`src/rtl/vga_timing_pkg.sv`:
```
// -----------------------------------------------------------------------------
// vga_timing_pkg
// Shared definitions for the VGA/LCD raster timing generator:
//   - axis_timing_t : one axis worth of timing fields (disp, fporch, sync, bporch)
//                     held at MAX_W bits so the helpers work for any W <= MAX_W
//   - *_640 / *_480 : reset timing constants for 640x480@60
//   - axis_total()  : DISP+FP+SYNC+BP with two guard bits
//   - axis_valid()  : acceptance test for a requested axis timing at width w
// -----------------------------------------------------------------------------
package vga_timing_pkg;

  // Widest timing field the helpers are sized for; the core's W must not exceed it.
  localparam int unsigned MAX_W = 16;

  typedef struct packed {
    logic [MAX_W-1:0] disp;
    logic [MAX_W-1:0] fporch;
    logic [MAX_W-1:0] sync;
    logic [MAX_W-1:0] bporch;
  } axis_timing_t;

  // 640x480@60 (25.175 MHz pixel clock)
  localparam int unsigned H_DISP_640 = 640;
  localparam int unsigned H_FP_640   = 16;
  localparam int unsigned H_SYNC_640 = 96;
  localparam int unsigned H_BP_640   = 48;
  localparam int unsigned V_DISP_480 = 480;
  localparam int unsigned V_FP_480   = 10;
  localparam int unsigned V_SYNC_480 = 2;
  localparam int unsigned V_BP_480   = 33;

  // Full line/frame length; two extra bits so four maximal fields cannot overflow.
  function automatic logic [MAX_W+1:0] axis_total(input axis_timing_t t);
    return {2'b00, t.disp} + {2'b00, t.fporch} + {2'b00, t.sync} + {2'b00, t.bporch};
  endfunction

  // An axis is usable when it has a visible region, a sync pulse, and its
  // total still fits a W-bit counter (TOTAL <= 2^w).
  function automatic logic axis_valid(input axis_timing_t t, input int unsigned w);
    logic [MAX_W+1:0] limit;
    limit = {{(MAX_W+1){1'b0}}, 1'b1} << w;
    return (t.disp != '0) && (t.sync != '0) && (axis_total(t) <= limit);
  endfunction

endpackage

```
`src/rtl/vga_axis_counter.sv`:
```
// -----------------------------------------------------------------------------
// vga_axis_counter
// One raster axis: a counter over [0, TOTAL) with region decode.
// Region order: front porch, sync, back porch, display.
// Ports:
//   clk, rst_n        pixel clock, asynchronous active-low reset
//   en                advance the counter this cycle
//   disp/fporch/sync/bporch  live timing for this axis (W bits each)
//   first             counter is 0
//   last              counter is TOTAL-1 (wraps on the next enabled edge)
//   in_sync, in_disp  counter lies in the sync / display region
//   coord             offset into the display region, 0 outside it
// All decode outputs are combinational from the counter register.
// -----------------------------------------------------------------------------
module vga_axis_counter #(
  parameter int unsigned W = 12
) (
  input  logic         clk,
  input  logic         rst_n,
  input  logic         en,
  input  logic [W-1:0] disp,
  input  logic [W-1:0] fporch,
  input  logic [W-1:0] sync,
  input  logic [W-1:0] bporch,
  output logic         first,
  output logic         last,
  output logic         in_sync,
  output logic         in_disp,
  output logic [W-1:0] coord
);

  localparam int unsigned TW = W + 2;

  logic [W-1:0]  cnt;
  logic [TW-1:0] cnt_ext;
  logic [TW-1:0] sync_start;
  logic [TW-1:0] sync_end;
  logic [TW-1:0] disp_start;
  logic [TW-1:0] total;

  // Region boundaries and decode of the current count.
  always_comb begin
    cnt_ext    = {2'b00, cnt};
    sync_start = {2'b00, fporch};
    sync_end   = sync_start + {2'b00, sync};
    disp_start = sync_end + {2'b00, bporch};
    total      = disp_start + {2'b00, disp};
    first      = (cnt == '0);
    last       = (cnt_ext == (total - {{(TW-1){1'b0}}, 1'b1}));
    in_sync    = (cnt_ext >= sync_start) && (cnt_ext < sync_end);
    in_disp    = (cnt_ext >= disp_start);
    if (in_disp) begin
      coord = W'(cnt_ext - disp_start);
    end else begin
      coord = '0;
    end
  end

  // Position counter: advances on enable, wraps to 0 after TOTAL-1.
  always_ff @(posedge clk or negedge rst_n) begin
    if (!rst_n) begin
      cnt <= '0;
    end else if (en) begin
      if (last) begin
        cnt <= '0;
      end else begin
        cnt <= cnt + {{(W-1){1'b0}}, 1'b1};
      end
    end
  end

endmodule

```
`src/rtl/vga_timing_core.sv`:
```
// -----------------------------------------------------------------------------
// vga_timing_core
// Runtime-programmable VGA/LCD raster timing generator (single pixel clock).
// Requested timing is validated on cfg_load, held in a pending buffer and
// copied into the live timing only at the last pixel of a frame.
//
// Ports:
//   pixel_clk, rst_n          clock (rising edge), asynchronous active-low reset
//   cfg_h_* / cfg_v_*         requested timing fields (W bits each)
//   cfg_load                  one-cycle strobe capturing cfg_* if valid
//   cfg_pending               accepted timing waiting for the frame boundary
//   cfg_err                   last cfg_load rejected (sticky until a good load)
//   vga_hs, vga_vs            sync outputs, pulse level HS_POL / VS_POL
//   vga_de                    active video enable
//   pix_x, pix_y              active-area coordinate, 0 while vga_de is low
//   line_start, frame_start   one-cycle strobes at h=0 / h=0,v=0
//   frame_cnt                 (VGA_TIMING_FRAME_CNT_EN only) 16-bit frame count
//
// Build option: define VGA_TIMING_FRAME_CNT_EN to add the frame_cnt output.
// All outputs are registered one cycle behind the counters. The counters hold
// at 0 for the first edge after reset so the first frame_start is a clean
// one-cycle pulse on the second edge.
// -----------------------------------------------------------------------------
module vga_timing_core
  import vga_timing_pkg::*;
#(
  parameter int unsigned W          = 12,
  parameter logic        HS_POL     = 1'b0,
  parameter logic        VS_POL     = 1'b0,
  parameter int unsigned H_DISP_RST = H_DISP_640,
  parameter int unsigned H_FP_RST   = H_FP_640,
  parameter int unsigned H_SYNC_RST = H_SYNC_640,
  parameter int unsigned H_BP_RST   = H_BP_640,
  parameter int unsigned V_DISP_RST = V_DISP_480,
  parameter int unsigned V_FP_RST   = V_FP_480,
  parameter int unsigned V_SYNC_RST = V_SYNC_480,
  parameter int unsigned V_BP_RST   = V_BP_480
) (
  input  logic         pixel_clk,
  input  logic         rst_n,
  input  logic [W-1:0] cfg_h_disp,
  input  logic [W-1:0] cfg_h_fporch,
  input  logic [W-1:0] cfg_h_sync,
  input  logic [W-1:0] cfg_h_bporch,
  input  logic [W-1:0] cfg_v_disp,
  input  logic [W-1:0] cfg_v_fporch,
  input  logic [W-1:0] cfg_v_sync,
  input  logic [W-1:0] cfg_v_bporch,
  input  logic         cfg_load,
  output logic         cfg_pending,
  output logic         cfg_err,
  output logic         vga_hs,
  output logic         vga_vs,
  output logic         vga_de,
  output logic [W-1:0] pix_x,
  output logic [W-1:0] pix_y,
  output logic         line_start,
  output logic         frame_start
`ifdef VGA_TIMING_FRAME_CNT_EN
  ,
  output logic [15:0]  frame_cnt
`endif
);

  typedef struct packed {
    logic [W-1:0] disp;
    logic [W-1:0] fporch;
    logic [W-1:0] sync;
    logic [W-1:0] bporch;
  } timing_t;

  localparam timing_t H_RST = '{disp: W'(H_DISP_RST), fporch: W'(H_FP_RST),
                                sync: W'(H_SYNC_RST), bporch: W'(H_BP_RST)};
  localparam timing_t V_RST = '{disp: W'(V_DISP_RST), fporch: W'(V_FP_RST),
                                sync: W'(V_SYNC_RST), bporch: W'(V_BP_RST)};

  logic         run;
  timing_t      h_act, v_act, h_pend, v_pend;
  timing_t      h_cfg, v_cfg;
  axis_timing_t h_req, v_req;
  logic         cfg_ok, apply, pending_nxt, err_nxt;
  logic         h_first, h_last, h_in_sync, h_in_disp;
  logic         v_first, v_last, v_in_sync, v_in_disp;
  logic [W-1:0] h_coord, v_coord;
  logic         de_nxt;

  // Counters stay parked at 0 for the first edge after reset.
  always_ff @(posedge pixel_clk or negedge rst_n) begin
    if (!rst_n) begin
      run <= 1'b0;
    end else begin
      run <= 1'b1;
    end
  end

  // Request validation and pending/error next-state.
  always_comb begin
    h_cfg = '{disp: cfg_h_disp, fporch: cfg_h_fporch, sync: cfg_h_sync, bporch: cfg_h_bporch};
    v_cfg = '{disp: cfg_v_disp, fporch: cfg_v_fporch, sync: cfg_v_sync, bporch: cfg_v_bporch};
    h_req = '{disp: MAX_W'(cfg_h_disp), fporch: MAX_W'(cfg_h_fporch),
              sync: MAX_W'(cfg_h_sync), bporch: MAX_W'(cfg_h_bporch)};
    v_req = '{disp: MAX_W'(cfg_v_disp), fporch: MAX_W'(cfg_v_fporch),
              sync: MAX_W'(cfg_v_sync), bporch: MAX_W'(cfg_v_bporch)};
    cfg_ok = axis_valid(h_req, W) && axis_valid(v_req, W);
    // Last pixel of the frame: the only point where live timing may change.
    apply  = run && h_last && v_last;
    pending_nxt = cfg_pending;
    err_nxt     = cfg_err;
    if (cfg_load && cfg_ok) begin
      // A load on the apply cycle becomes pending for the following frame.
      pending_nxt = 1'b1;
      err_nxt     = 1'b0;
    end else if (cfg_load) begin
      pending_nxt = cfg_pending && !apply;
      err_nxt     = 1'b1;
    end else if (apply) begin
      pending_nxt = 1'b0;
    end else begin
      pending_nxt = cfg_pending;
    end
  end

  // Live and pending timing registers.
  always_ff @(posedge pixel_clk or negedge rst_n) begin
    if (!rst_n) begin
      h_act       <= H_RST;
      v_act       <= V_RST;
      h_pend      <= H_RST;
      v_pend      <= V_RST;
      cfg_pending <= 1'b0;
      cfg_err     <= 1'b0;
    end else begin
      if (apply && cfg_pending) begin
        h_act <= h_pend;
        v_act <= v_pend;
      end
      if (cfg_load && cfg_ok) begin
        h_pend <= h_cfg;
        v_pend <= v_cfg;
      end
      cfg_pending <= pending_nxt;
      cfg_err     <= err_nxt;
    end
  end

  vga_axis_counter #(.W(W)) u_h_axis (
    .clk     (pixel_clk),
    .rst_n   (rst_n),
    .en      (run),
    .disp    (h_act.disp),
    .fporch  (h_act.fporch),
    .sync    (h_act.sync),
    .bporch  (h_act.bporch),
    .first   (h_first),
    .last    (h_last),
    .in_sync (h_in_sync),
    .in_disp (h_in_disp),
    .coord   (h_coord)
  );

  // Vertical axis steps on the horizontal wrap, so vga_vs only moves at line start.
  vga_axis_counter #(.W(W)) u_v_axis (
    .clk     (pixel_clk),
    .rst_n   (rst_n),
    .en      (run && h_last),
    .disp    (v_act.disp),
    .fporch  (v_act.fporch),
    .sync    (v_act.sync),
    .bporch  (v_act.bporch),
    .first   (v_first),
    .last    (v_last),
    .in_sync (v_in_sync),
    .in_disp (v_in_disp),
    .coord   (v_coord)
  );

  assign de_nxt = h_in_disp && v_in_disp;

  // Registered video outputs, one cycle behind the counters.
  always_ff @(posedge pixel_clk or negedge rst_n) begin
    if (!rst_n) begin
      vga_hs      <= ~HS_POL;
      vga_vs      <= ~VS_POL;
      vga_de      <= 1'b0;
      pix_x       <= '0;
      pix_y       <= '0;
      line_start  <= 1'b0;
      frame_start <= 1'b0;
    end else if (run) begin
      vga_hs      <= h_in_sync ? HS_POL : ~HS_POL;
      vga_vs      <= v_in_sync ? VS_POL : ~VS_POL;
      vga_de      <= de_nxt;
      pix_x       <= de_nxt ? h_coord : '0;
      pix_y       <= de_nxt ? v_coord : '0;
      line_start  <= h_first;
      frame_start <= h_first && v_first;
    end
  end

`ifdef VGA_TIMING_FRAME_CNT_EN
  // Frame counter, stepping on the same edge that raises frame_start.
  always_ff @(posedge pixel_clk or negedge rst_n) begin
    if (!rst_n) begin
      frame_cnt <= 16'd0;
    end else if (run && h_first && v_first) begin
      frame_cnt <= frame_cnt + 16'd1;
    end
  end
`endif

endmodule

```
`config.mk`:
```
export PLATFORM = sky130hd
export DESIGN_NAME = vga_timing_core
export DESIGN_NICKNAME = d
export VERILOG_FILES = /design/src/rtl/vga_timing_pkg.sv /design/src/rtl/vga_axis_counter.sv /design/src/rtl/vga_timing_core.sv
export SDC_FILE = /design/constraint.sdc
export NUM_CORES = 1
export LEC_CHECK = 0
export CAP_MARGIN = 5
export CORE_MARGIN = 1
export CORE_UTILIZATION = 55
export DETAILED_ROUTE_END_ITERATION = 10
export PLACE_DENSITY = 0.81
export SYNTH_ARGS = -nofsm -noshare
export SYNTH_HDL_FRONTEND = slang
export SYNTH_SLANG_ARGS = --single-unit
```
`constraint.sdc`:
```
create_clock -name pixel_clk -period 14.2 [get_ports pixel_clk]
set_input_delay 2.84 -clock pixel_clk [delete_from_list [all_inputs] [get_ports pixel_clk]]
set_output_delay 2.84 -clock pixel_clk [all_outputs]
set_load 0.05 [all_outputs]
```
# Word-level counts from Yosys, hierarchy flattened
# Index checks and enable logic that the tools add are counted.
[totals]
reg_bits = 248
inputBits = 99
wordCells = 92
[op_classes]
addsub = 18
magnitude_cmp = 8
n_eq_ne = 2
n_mux = 13
n_reduce_logical = 23
[op_table]
columns = ["operator", "count"]
rows = [
  ["12-bit two-way mux", 6],
  ["13-bit by 12-bit adder with 14-bit output", 4],
  ["12-bit by 12-bit adder with 13-bit output", 4],
  ["12-bit nonzero test", 4],
  ["14-bit by 12-bit adder with 15-bit output", 2],
  ["15-bit by 13-bit less-or-equal comparator with 1-bit output (second input constant)", 2],
  ["14-bit by 12-bit adder with 14-bit output", 2],
  ["12-bit by 14-bit == test with 1-bit output", 2],
  ["12-bit by 14-bit >= comparator with 1-bit output", 2],
  ["12-bit by 14-bit < comparator with 1-bit output", 2],
  ["14-bit by 1-bit subtractor with 14-bit output (second input constant)", 2],
  ["12-bit by 1-bit adder with 12-bit output (second input constant)", 2],
  ["12-bit >= comparator", 2],
  ["12-bit zero test", 2],
  ["12-bit subtractor", 2],
  ["1-bit logical AND", 14],
  ["1-bit two-way mux", 7],
  ["3-bit nonzero test", 1],
  ["2-bit nonzero test", 1],
  ["1-bit zero test", 1],
]

# Longest topological paths before layout
[depth]
word_depth = 11
depth_mapped = 32
ltp_nobuf = 30

# Modules after synthesis
# A second synthesis with hierarchy kept.
[unflattened]
cells_unflattened = 1763
hier_area_um2 = 18401.4
[by_module_without_submodules]
columns = ["module", "n_inst", "cells_per_inst", "area_per_inst_um2", "seq_area_each_um2"]
rows = [
  ["vga_timing_core", 1, 745, 10637.7, 5647.9],
  ["vga_axis_counter at u_h_axis", 1, 506, 3888.7, 300.3],
  ["vga_axis_counter at u_v_axis", 1, 512, 3875.0, 300.3],
]

# Least setup slack after synthesis
# No wires, ideal clock.
[synth_path]
path_type = "input to register"
start = "input port cfg_h_disp[1]"
end = "register h_pend[38] in the netlist's numbering"
arrival_ns = 6.843
required_ns = 14.072
setup_slack_ns = 7.229
path_stages = 15
path_buffers = 2
cell_sequence = "fa_1 -> fa_1 -> ha_1 -> fa_1 -> or3_1 -> or4_1 -> a211oi_1 -> o2111a_1 -> o2111a_1 -> a211oi_1 -> a21oi_1 -> nand3_2 -> buf_6 -> buf_6 -> mux2_1"
[synth_between]
elab_chain_cells = 7
elab_cells_between_ends = 9
classes_between = "add/sub (3); order compare (1); reduce/logical (5)"
[synth_rtl]
columns = ["element", "line", "text"]
rows = [
  ["from (decl)", "vga_timing_core.sv:41", "input logic [W-1:0] cfg_h_disp,"],
  ["12-bit by 12-bit adder with 13-bit output", "vga_timing_pkg.sv:34", "return {2'b00, t.disp} + {2'b00, t.fporch} + {2'b00, t.sync} + {2'b00, t.bporch};"],
  ["13-bit by 12-bit adder with 14-bit output", "vga_timing_pkg.sv:34", ""],
  ["14-bit by 12-bit adder with 15-bit output", "vga_timing_pkg.sv:34", ""],
  ["15-bit by 13-bit less-or-equal comparator with 1-bit output", "vga_timing_pkg.sv:42", "return (t.disp != '0) && (t.sync != '0) && (axis_total(t) <= limit);"],
  ["1-bit logical AND (*)", "vga_timing_pkg.sv:42", ""],
  ["1-bit logical AND (*)", "vga_timing_core.sv:104", "cfg_ok = axis_valid(h_req, W) && axis_valid(v_req, W);"],
  ["1-bit logical AND (*)", "vga_timing_core.sv:137", "if (cfg_load && cfg_ok) begin"],
  ["to (signal assigned)", "vga_timing_core.sv:138", "h_pend <= h_cfg;"],
  ["to (decl)", "vga_timing_core.sv:78", "timing_t h_act, v_act, h_pend, v_pend;"],
]
# Every way passes the cells marked *; elsewhere a longest branch is shown, timed or not.
# A chain may end at the register's enable or synchronous reset.

# Final worst setup path
# Ends and elaborated chain as after synthesis.

==> run metrics <==
status=complete, no violations; GPL Wtd Cong=0.9154; top cells by area, synth=dfrtp_1 30%, ha_1 14%, mux2_2 11%; hpwl dp=32930 um; Num CTS Buffers=27; Worst setup endpoint=h_pend[38]$_DFFE_PN0P_; Tot Pwr=2.598 mW; Layout area overhead=14.72%; via density per instance=5.870; final non-filler cell total=2267; FF-to-FF Start=h_act[13]$_DFFE_PN0P_; DRT iter0 DRCs=774; largest net degree at the start of global routing=123; path type of the worst setup path=input port to register; Ant. Diodes=0; Final Net Count=2163; count leader, synth=dfrtp_1; Main synth FF type=dfrtp_1; Arr. time, crit path=8550 ps; Synth top area share=29.82%; setup slack, reg-to-reg=6590 ps; postcts setup bufs=0; critical path fanouts, max=50; unrepaired setup endpoints after global routing=no; Pwr per Cell Area=126.1 nW/um2; Worst setup startpoint=cfg_h_disp[1]; post-CTS sizing=0; minimum clock period=8125 ps; Syn Inst Count=1682; Worst setup EP type=register; clock sink total=248; sequential area share after synthesis=34.80%; Reg area=6248 um2; vias in the first global route=13508; Max Cap Viol=0; worst reg2reg path depth=29; Max Freq=123.1 MHz; worst slew pin tran=1019 ps; first-pass GRT wire length=69440 um; clock tree buffer depth=3; number of port buffers=129; Seq cells post-synth=248; share of flip-flops with an asynchronous set or reset=100.0%; Chip Width=182.7 um; Die Height=182.7 um; gr usage total=26.23%; core area=31800 um2; Fin Setup TNS=0 ps; clk_lat worst skew=550 ps; drc violations=0; Worst Skew=21.75 ps; full die area=33370 um2; Initial Util=56.47%; final count of pins violating max slew=0; Yosys top cell by area=dfrtp_1; CTS tree=built; Finished Cell Area=20600 um2; row cnt=65; mean routed wirelength per cell=18.80 um; cell area after synthesis=17960 um2; Worst Hold Class=register to register; RR Endpoint=v_act[45]$_DFFE_PN0P_; Worst-path clk slew=60 ps; gr ovfl total=0; Setup violations, final=0; Mapped Nets=2033; Hold Violations, Final=0; CP Launch Type=input port; Multi-input gate area=10940 um2; CTS root buf=clkbuf_16; First-pass DRT Iterations=5; layout cells sized above 1=16.54%; Post-synth EDFFs=0; DP Cell Count=2218; Synth cell types=72; CTS Hold Bufs=0; leak pwr=9.632 nW; top cells by count, synth=214 x dfrtp_1, 196 x ha_1, 173 x mux2_2, 155 x inv_1, 80 x nor2_1; Period Utilization, post-route=57.22%; WL final=42620 um; Placement Cell Area=19660 um2; H-tree levels=1; initial antenna violation count=0; # fillers=2480; # IOs=130; Avg Cell Area, Syn=10.68 um2; Crit path required time=14630 ps; Slew Limit Headroom=31.52%; Yosys warnings=0; peak supply drop=91.57 uV; DRT antenna net count=0; via count=13307
## worst max-delay path, cell delays in order
cell	delay, ps
clkdlybuf4s50_1	490
fa_1	610
fa_1	440
ha_1	250
fa_1	430
or3_1	400
or4_1	500
a211oi_1	220
o2111a_1	210
o2111a_1	190
a211oi_1	110
a21oi_1	230
nand3_4	580
buf_4	600
mux2_1	400
## kinds of logic (layout without fill, tap and decap cells)
kind of cell | after synthesis | in the layout | share of synthesized area, %
AO/OA/AOI/OAI | 344 | 344 | 12.84
AND/OR/NAND/NOR | 325 | 325 | 9.330
adder cells (fa/ha/maj) | 254 | 254 | 20.01
flip-flops | 248 | 248 | 34.80
multiplexers | 199 | 199 | 12.77
buffers and inverters | 190 | 340 | 4.334
XOR/XNOR | 121 | 121 | 5.902
other | 1 | 1 | 0.02088
## report_power, final
| group | total [mW] | switching, mW | internal [mW] |
|---|---|---|---|
| registers | 1.03 | 0.145 | 0.888 |
| clock network | 0.743 | 0.307 | 0.436 |
| logic | 0.822 | 0.416 | 0.407 |
## through the flow
step | util [%] | hold slack, ps | setup WS, ps
2_1_floorplan | - | 458.4 | 7229
4_1_cts | 64.78 | 494.2 | 6115
5_1_grt | 64.78 | 501.9 | 5845
6_report | 64.78 | 484.5 | 6075
3_3_place_gp | 61.83 | 465.1 | 5581
3_5_place_dp | 61.83 | 478.3 | 5532
## flip-flops by register name, indices dropped and copies added, names as in the netlist, 12 cells and up
name and count:
pix_y 12, pix_x 12, v_pend 48, h_pend 48
h_act 48, u_h_axis.cnt 12, u_v_axis.cnt 12, v_act 48
## cell type report
class / instances / share of cell area (%)
multi-input combinational: 1244 / 53.09
clock buffer: 30 / 3.432
clock inverter: 19 / 1.130
inverter: 155 / 2.824
sequential: 248 / 30.33
timing repair buffer: 136 / 6.548
tap: 435 / 2.642
## per-layer routing
metal  routed length [um]  vias to the layer above  track usage, %
li1                     -                     6269               -
met1                19930                     6601           37.29
met2                19470                      380           42.52
met3                 2524                       57           3.852
met4                  695                        0           5.546
met5                    0                        -               0
## how the worst min path moves through the flow
stage | start | depth (start not counted) | slack, ps | endpoint
6_report | pix_x[7]$_DFFE_PN0P_ | 1 | 480 | pix_x[7]$_DFFE_PN0P_
5_1_grt | h_act[39]$_DFFE_PN0P_ | 1 | 500 | h_act[39]$_DFFE_PN0P_
4_1_cts | pix_y[5]$_DFFE_PN0P_ | 1 | 490 | pix_y[5]$_DFFE_PN0P_
3_5_place_dp | pix_y[5]$_DFFE_PN0P_ | 1 | 480 | pix_y[5]$_DFFE_PN0P_
3_3_place_gp | cfg_err$_DFFE_PN0P_ | 1 | 470 | cfg_err$_DFFE_PN0P_
2_1_floorplan | h_pend[39]$_DFFE_PN0P_ | 1 | 460 | h_act[39]$_DFFE_PN0P_
## cell usage in the layout, fill, tap and decap left out, types with 6 or more instances in the layout
master / Yosys / final
dfrtp_1: 214 / 214
ha_1: 196 / 196
mux2_2: 173 / 173
inv_1: 155 / 155
clkdlybuf4s50_1: 0 / 128
nor2_1: 80 / 80
o21ai_0: 77 / 77
a21oi_1: 74 / 74
xnor2_1: 73 / 73
fa_1: 56 / 56
nand2_1: 49 / 49
xor2_1: 48 / 48
a21o_1: 38 / 38
nand3_1: 38 / 38
dfstp_2: 34 / 34
nor3_1: 32 / 32
o2bb2ai_1: 28 / 28
clkbuf_16: 0 / 27
nor2b_1: 21 / 21
o21a_1: 20 / 20
nor4_1: 20 / 20
nand4_1: 18 / 18
a211oi_1: 17 / 17
mux2_4: 16 / 16
or2_2: 14 / 14
nand2b_1: 14 / 14
o21bai_1: 13 / 13
a211o_1: 10 / 10
a21boi_0: 9 / 9
a31oi_1: 7 / 7
and3_1: 7 / 7
mux2i_1: 7 / 7
buf_4: 0 / 7
and2_1: 6 / 6
o31ai_1: 6 / 6
or3_1: 6 / 6
Power figures use the tool's default switching activity.
